===== config.mk =====
export PLATFORM = sky130hd
export DESIGN_NAME = mips_sequencer
export DESIGN_NICKNAME = d
export VERILOG_FILES = /design/src/rtl/mips_pkg.sv /design/src/rtl/mips_sequencer_instr_classifier.sv /design/src/rtl/mips_sequencer.sv
export SDC_FILE = /design/constraint.sdc
export NUM_CORES = 1
export LEC_CHECK = 0
export CORE_AREA = 2 2 81 75
export CTS_CLUSTER_SIZE = 40
export DETAILED_ROUTE_END_ITERATION = 8
export DIE_AREA = 0 0 83 77
export GPL_TIMING_DRIVEN = 0
export PLACE_DENSITY = 0.74
export RECOVER_POWER = 100
export SLEW_MARGIN = 5
export SYNTH_ARGS = -nofsm -noshare
export SYNTH_HDL_FRONTEND = slang
export SYNTH_HIERARCHICAL = 1
export SYNTH_SLANG_ARGS = --single-unit
export TNS_END_PERCENT = 1

===== constraint.sdc =====
create_clock -name clock -period 4.6 [get_ports clock]
set_input_delay 1.38 -clock clock [delete_from_list [all_inputs] [get_ports clock]]
set_output_delay 1.38 -clock clock [all_outputs]
set_load 0.1 [all_outputs]

===== src/rtl/mips_pkg.sv =====
// rtl/mips_pkg.sv - shared states, instruction classes and encodings for the MIPS sequencer
package mips_pkg;

  typedef enum logic [2:0] {
    IDLE      = 3'd0,
    FETCH     = 3'd1,
    DECODE    = 3'd2,
    EXECUTE   = 3'd3,
    MEMORY    = 3'd4,
    WRITEBACK = 3'd5,
    HALT      = 3'd6
  } state_t;

  // NOP is the idle value of the latched class and what a tolerated illegal opcode becomes
  typedef enum logic [3:0] {
    NOP,
    RTYPE,
    IALU,
    LOAD,
    STORE,
    BRANCH_EQ,
    BRANCH_NE,
    JUMP,
    SYSCALL,
    ILLEGAL
  } instr_class_t;

  localparam logic [5:0] OP_RTYPE = 6'h00;
  localparam logic [5:0] OP_J     = 6'h02;
  localparam logic [5:0] OP_BEQ   = 6'h04;
  localparam logic [5:0] OP_BNE   = 6'h05;
  localparam logic [5:0] OP_ADDI  = 6'h08;
  localparam logic [5:0] OP_ADDIU = 6'h09;
  localparam logic [5:0] OP_ANDI  = 6'h0C;
  localparam logic [5:0] OP_ORI   = 6'h0D;
  localparam logic [5:0] OP_LW    = 6'h23;
  localparam logic [5:0] OP_SW    = 6'h2B;

  localparam logic [5:0] FUNC_SYSCALL = 6'h0C;

  localparam logic [1:0] PC_SRC_INC    = 2'd0;
  localparam logic [1:0] PC_SRC_BRANCH = 2'd1;
  localparam logic [1:0] PC_SRC_JUMP   = 2'd2;

endpackage


===== src/rtl/mips_sequencer_instr_classifier.sv =====
// rtl/mips_sequencer_instr_classifier.sv - combinational opcode/func to instruction class
module instr_classifier
  import mips_pkg::*;
(
  input  logic [5:0]   opcode,
  input  logic [5:0]   func,
  output instr_class_t instr_class
);

  always_comb begin
    instr_class = ILLEGAL;
    case (opcode)
      OP_RTYPE: instr_class = (func == FUNC_SYSCALL) ? SYSCALL : RTYPE;
      OP_ADDI, OP_ADDIU, OP_ANDI, OP_ORI: instr_class = IALU;
      OP_LW:  instr_class = LOAD;
      OP_SW:  instr_class = STORE;
      OP_BEQ: instr_class = BRANCH_EQ;
      OP_BNE: instr_class = BRANCH_NE;
      OP_J:   instr_class = JUMP;
      default: instr_class = ILLEGAL;
    endcase
  end

endmodule


===== src/rtl/mips_sequencer.sv =====
// rtl/mips_sequencer.sv - multi-cycle fetch/decode/execute/memory/writeback control FSM
module mips_sequencer
  import mips_pkg::*;
#(
  parameter int RETIRE_WIDTH    = 32,
  parameter bit HALT_ON_ILLEGAL = 1'b1
) (
  input  logic                    clock,
  input  logic                    reset_n,
  input  logic                    run,
  input  logic [5:0]              opcode,
  input  logic [5:0]              func,
  input  logic                    alu_zero,
  input  logic                    mem_ready,
  output logic                    mem_request,
  output logic                    mem_write,
  output logic                    mem_select_data,
  output logic                    ir_write,
  output logic                    pc_write,
  output logic [1:0]              pc_source,
  output logic                    alu_src_imm,
  output logic                    reg_write,
  output logic                    reg_dest_rd,
  output logic                    reg_src_mem,
  output logic [2:0]              state,
  output logic [RETIRE_WIDTH-1:0] retired,
  output logic                    illegal
);

  localparam logic [RETIRE_WIDTH-1:0] RETIRE_ONE = RETIRE_WIDTH'(1);

  state_t       state_q, state_d;
  instr_class_t cls_q, dec_class, cls;
  logic         retire_now;

  instr_classifier u_classifier (
    .opcode      (opcode),
    .func        (func),
    .instr_class (dec_class)
  );

  // In DECODE the class is not latched yet, so the jump strobes come straight from the classifier
  assign cls   = (state_q == DECODE) ? dec_class : cls_q;
  assign state = state_q;

  always_comb begin
    state_d    = state_q;
    retire_now = 1'b0;
    case (state_q)
      IDLE:  if (run) state_d = FETCH;
      FETCH: if (mem_ready) state_d = DECODE;
      DECODE: begin
        case (dec_class)
          SYSCALL: state_d = HALT;
          JUMP:    retire_now = 1'b1;
          ILLEGAL: begin
            if (HALT_ON_ILLEGAL) state_d = HALT;
            else retire_now = 1'b1;
          end
          default: state_d = EXECUTE;
        endcase
      end
      EXECUTE: begin
        case (cls_q)
          BRANCH_EQ, BRANCH_NE: retire_now = 1'b1;
          LOAD, STORE:          state_d = MEMORY;
          default:              state_d = WRITEBACK;
        endcase
      end
      MEMORY: begin
        if (mem_ready) begin
          if (cls_q == STORE) retire_now = 1'b1;
          else state_d = WRITEBACK;
        end
      end
      WRITEBACK: retire_now = 1'b1;
      HALT:      state_d = HALT;
      default:   state_d = IDLE;
    endcase
    if (retire_now) state_d = run ? FETCH : IDLE;
  end

  always_comb begin
    mem_request     = 1'b0;
    mem_write       = 1'b0;
    mem_select_data = 1'b0;
    ir_write        = 1'b0;
    pc_write        = 1'b0;
    pc_source       = PC_SRC_INC;
    alu_src_imm     = 1'b0;
    reg_write       = 1'b0;
    reg_dest_rd     = 1'b0;
    reg_src_mem     = 1'b0;
    case (state_q)
      FETCH: begin
        mem_request = 1'b1;
        ir_write    = mem_ready;
        pc_write    = mem_ready;
      end
      DECODE: begin
        if (cls == JUMP) begin
          pc_write  = 1'b1;
          pc_source = PC_SRC_JUMP;
        end
      end
      EXECUTE: begin
        alu_src_imm = (cls == IALU) || (cls == LOAD) || (cls == STORE);
        if (cls == BRANCH_EQ || cls == BRANCH_NE) begin
          pc_source = PC_SRC_BRANCH;
          pc_write  = (cls == BRANCH_EQ) ? alu_zero : !alu_zero;
        end
      end
      MEMORY: begin
        mem_request     = 1'b1;
        mem_select_data = 1'b1;
        mem_write       = (cls == STORE);
        alu_src_imm     = 1'b1;
      end
      WRITEBACK: begin
        reg_write   = 1'b1;
        reg_dest_rd = (cls == RTYPE);
        reg_src_mem = (cls == LOAD);
      end
      default: ;
    endcase
  end

  always_ff @(posedge clock or negedge reset_n) begin
    if (!reset_n) begin
      state_q <= IDLE;
      cls_q   <= NOP;
      retired <= '0;
      illegal <= 1'b0;
    end else begin
      state_q <= state_d;
      if (state_q == DECODE) begin
        cls_q <= (dec_class == ILLEGAL) ? NOP : dec_class;
        if (dec_class == ILLEGAL) illegal <= 1'b1;
      end
      if (retire_now) retired <= retired + RETIRE_ONE;
    end
  end

endmodule


## Yosys cells after proc, flatten, opt, wreduce, memory -nomap -nowiden

Index checks and enable logic that the tools add are counted.

- Reductions and logical operators: 13
- $add $sub $neg: 1
- Multiplexer cells: 33
- Equality and inequality tests: 37

Operator list:

| cell | number |
|---|---|
| adder 32 x 1 -> 32 bit, second input constant | 1 |
| == test 4 x 3 -> 1 bit, second input constant | 8 |
| == test 6 x 4 -> 1 bit, second input constant | 5 |
| one-hot mux 4 bit (7 select lines) | 1 |
| one-hot mux 3 bit (7 select lines) | 1 |
| != test 3 bit, second input constant | 6 |
| 2-to-1 mux 1 bit | 16 |
| 2-to-1 mux 3 bit | 5 |
| == test 4 x 2 -> 1 bit, second input constant | 3 |
| == test 6 x 3 -> 1 bit, second input constant | 2 |
| == test 6 bit, second input constant | 2 |
| 2-to-1 mux 4 bit | 3 |
| one-hot mux 3 bit (2 select lines) | 2 |
| == test 3 bit, second input constant | 3 |
| == test 4 bit, second input constant | 2 |
| OR reduction 2 bit | 4 |
| AND reduction 7 bit | 1 |
| == test 3 x 2 -> 1 bit, second input constant | 2 |
| == test 6 x 2 -> 1 bit, second input constant | 1 |
| zero test 6 bit | 1 |
| == test 4 x 1 -> 1 bit, second input constant | 1 |
| one-hot mux 1 bit (4 select lines) | 1 |
| one-hot mux 2 bit (2 select lines) | 1 |
| OR reduction 4 bit | 1 |
| 9 further kinds | 11 |

- Output and inout port bits: 47
- Bits in registers: 40
- Word-level logic and storage cells: 88

## Longest topological paths before layout

- Depth after elaboration: 8
- Depth in mapped cells: 10
- Mapped depth without buffers: 9

## By module

Netlist, hierarchy kept.

By module, submodules not included:

| module | cells each | times used | area each (um^2) |
|---|---|---|---|
| mips_sequencer | 222 | 1 | 2280.9 |
| instr_classifier | 30 | 1 | 168.9 |

## Worst setup path before layout

No wires, ideal clock.

- Path type: input to output
- From: input opcode[3]
- To: output alu_src_imm
- Setup slack: -1.710 ns
- Arrival time: 4.930 ns
- Cell stages on the path: 8
- Path buffers: 0
- Required time: 3.220 ns
- Cell sequence: nor2_1 nand2_1 a2bb2oi_1 o32ai_1 mux2_2 and2_1 a31oi_1 o31ai_1

- Word-level cells in the longest chain between the ends: 8

Ends and longest elaborated chain:

| element | line | RTL |
|---|---|---|
| start, declared | mips_sequencer.sv:11 | `input logic [5:0] opcode,` |
| == test 6 x 4 -> 1 bit | mips_sequencer_instr_classifier.sv:12 | `case (opcode)` |
| OR reduction 4 bit | mips_sequencer_instr_classifier.sv:12 |  |
| one-hot mux 4 bit (7 select lines) (*) | mips_sequencer_instr_classifier.sv:12 |  |
| net dec_class[1] | mips_sequencer.sv:33 | `instr_class_t cls_q, dec_class, cls;` |
| 2-to-1 mux 4 bit (*) | mips_sequencer.sv:43 | `assign cls = (state_q == DECODE) ? dec_class : cls_q;` |
| == test 4 x 2 -> 1 bit | mips_sequencer.sv:107 | `alu_src_imm = (cls == IALU) \|\| (cls == LOAD) \|\| (cls == STORE);` |
| logical OR 1 bit | mips_sequencer.sv:107 |  |
| logical OR 1 bit (*) | mips_sequencer.sv:107 |  |
| one-hot mux 1 bit (2 select lines) (*) | mips_sequencer.sv:94 | `case (state_q)` |
| end, declared | mips_sequencer.sv:21 | `output logic alu_src_imm,` |

Mark *: on every way through the listed nets, which the timed path passes. The rest lies on a longest branch.

## Worst setup path in the final report

- From: input opcode[5]
- To: output alu_src_imm

Same word-level chain as after synthesis.

==> out/qor.csv <==
metric,value,unit
synth_compound_area_share,7.610,%
wl_per_cell,14.84,µm
grt_first_pass_wirelength,9922,µm
clock.fmax,218.3,MHz
power_leakage,0.001626,µW
fin_skew,0.007315,ns
gp_congestion,0.7997,
p_per_area,505.5,nW/µm²
cts_hold_buf,0,
grt_max_degree,30,
critical-path-top-delay-family,compound AO/OA/AOI/OAI gates,
met1_length,2800,µm
area_growth,45.25,%
hold_path_class,flip-flop to flip-flop,
period_needed,4.580,ns
fin_nets,350,
synth_area,2450,µm²
rows,26,
fin_setup_tns,0,ns
htreeDepth,2,
crit_buf_inv,3,
slew_violations,30,
hold_slack,0.4736,ns
internal_power,893.3,µW
cpPeakStageDelay,0.30,ns
ys.flop_type,dfrtp_1,
cpMostUsedCell,buf_4,
slew_headroom,-5.156,%
routed_wl,5980,µm
via_per_inst,5.298,
io_pins,64,
portBuffers,63,
grt_pass1_vias,2078,
cp_cell_sequence,buf_4 -> nor2_1 -> and2_1 -> a31oi_1 -> o32ai_2 -> buf_4 -> mux2_4 -> nor2_4 -> a31oi_4 -> o31ai_4 -> buf_12,
outcome,"finished, violations left",
cp.arrival,3.20,ns
clkTransAtPathRegs,0.07,ns
p_switching,905.4,µW
synth_edf_count,0,
drive_above_1_share,24.02,%
failed_checks,"capacitance limit, slew limit",
vias,2135,
async_reset_ff_share,100.0,%
final_util,63.97,%
cts_buffer_depth,2,
placed_cells,386,
dp_hpwl,4344,µm
ant_nets,0,
synth_area_leaders,"dfrtp_1 (41%), xor2_1 (10%), nand2_1 (4.1%)",
synth_area_leader_cell,dfrtp_1,
synth.ff_latch_count,40,
cts_sinks,40,
die_h,77,µm
synthXorXnorAreaFrac,12.87,%
clk_latency,0.29,ns
rsz0062_at_grt,true,
synth-simple-area-share,32.79,%
die_w,83,µm
synth_top_area_share,40.86,%
cts_buffers,5,
period_share,99.57,%
required,3.22,ns
grt_usage,18.82,%
power_frac_comb,56.7,%
crit_path_max_fanout,7,
die_area,6391,µm²
wl_met2,2963,µm
drc,0,
synth_cell_types,51,
final_hold_viol_count,0,
route.top_layer_used,met4,
cts_tree,yes,
synth_top_family_by_area,simple AND/OR/NAND/NOR gates,
crit_slowest_cell,mux2_4,
final_cell_count_no_fill,403,
path_class,input port to output pin,
cts_root_buf,clkbuf_8,
core,5563,µm²
met3_length,180,µm
critPathLaunchType,input port,
grt_overflow,0,
synth.avg_cell_area,9.722,µm²
synthAdderAreaFrac,0.5107,%
worst_ir_drop_vdd,0.4373,mV
tightest_slew,1.577,ns
syn_inst,252,
n_antenna_cell,0,
syn_nets,270,
initial_core_util,44.04,%
yosysWarnings,6,
dr.pass1.iters,4,
antenna_found_initial,0,
yosysSeqAreaShare,40.86,%
synthMuxAreaShare,2.247,%
cap_violations,1,
end_kind,output pin,
sw_frac_of_total,50.33,%
pwr-share-clk,17.3,%
initialDrtViolationCount,111,
p_seq_share,26.0,%
finalSetupViolCount,0,
[path summary, 6_finish.rpt]
| check | from | end | slack [ns] | cells past startpoint |
|---|---|---|---|---|
| max in group asynchronous | reset_n | retired[0] | 1.67 | 2 |
| min in group asynchronous | reset_n | retired[28] | 1.06 | 1 |
| hold / removal | illegal | illegal | 0.47 | 1 |
| hold reg to reg | illegal | illegal | 0.47 | 1 |
| setup reg to reg | state[0] | retired[1] | 2.17 | 6 |
| setup / recovery | opcode[5] | alu_src_imm | 0.02 | 11 |
[power by group through the flow]
stage	logic, µW	clock network, µW	registers (µW)
final	1020	310	468
after global routing	1070	336	477
after CTS	994	318	466
after floorplan	489	0	718
after detailed placement	956	0	472
after global placement	946	0	469
[flip-flops by register name, summed over array words and instances (netlist names)]
| signal | flops |
|---|---|
| state | 3 |
| cls_q | 4 |
| retired | 32 |
| illegal | 1 |
[worst register-to-register path, stage by stage, from the launching register on]
cell and delay [ns]:
dfrtp_1 0.45, or3b_4 0.43, mux2i_4 0.20, buf_4 0.15
a211oi_4 0.42, buf_2 0.31, mux2_2 0.36
[what timing repair did]
| action | CTS | global route |
|---|---|---|
| setup endpoints to repair | 7 | 5 |
| gates cloned | 0 | 0 |
| setup buffers | 7 | 2 |
| pin swaps | 7 | 11 |
| gates resized for setup | 78 | 34 |
[layout by cell type, fill, tap and decap left out, types with 7 or more instances in the layout]
| master | n |
|---|---|
| clkdlybuf4s50_1 | 48 |
| dfrtp_1 | 40 |
| xor2_1 | 29 |
| nand2_1 | 24 |
| nor2_1 | 16 |
| nor3_1 | 13 |
| nand3_1 | 12 |
| buf_4 | 12 |
| nand2b_1 | 7 |
| nor4_2 | 7 |
| clkbuf_8 | 7 |
[synthesized netlist by cell type, types with 2 or more instances]
cell      count
nor2_1       21
nand2_1      27
a21oi_1       4
inv_1         6
dfrtp_1      40
nor4_4        2
and3_1        6
nand2b_1      7
o21ai_0       6
a31oi_1       4
clkbuf_1      3
nor2b_1       2
a21boi_0      2
nand3b_1      2
nor4_2        7
and4_1        3
xnor2_1       7
buf_2         4
nor4b_1       5
nor3_1       14
or3_1         2
and2_1        5
xor2_1       29
nand3_1      13
mux2_2        2
nand4_1       4
[metal layers]
layer  up-vias  global-route usage (%)
met2        43                   31.21
li1       1051                       -
met3         4                   4.521
met4         0                   3.443
met1      1037                   25.41
met5         -                       0
[layout make-up]
type                            instances  area [µm²]
Timing Repair Buffer                   73       699.4
Inverter                                6       22.52
Fill cell                             458        2004
Multi-Input combinational cell        196        1568
Clock buffer                            7       96.34
Buffer                                 10       53.80
Clock inverter                          1       30.03
Tap cell                               70       87.58
Sequential cell                        40        1001
[cells by family after synthesis]
group / after synthesis
AOI/OAI and AO/OA: 25
xor gates and xnor gates: 36
adders and majority gates: 1
buffers and inverters: 16
DFF: 40
muxes: 4
and+or+nand+nor: 130
[per-stage QoR]
| step | cell area (µm²) | power (µW) | setup WS (ns) |
|---|---|---|---|
| after floorplan | 2500 | 1206 | -0.2047 |
| after global placement | 3218 | 1415 | -1.441 |
| after detailed placement | 3233 | 1428 | -1.520 |
| after CTS | 3461 | 1778 | -0.007314 |
| after global routing | 3558 | 1882 | -0.05922 |
| final | 3558 | 1799 | 0.01997 |
No activity file was read; power rests on OpenSTA's default activity.
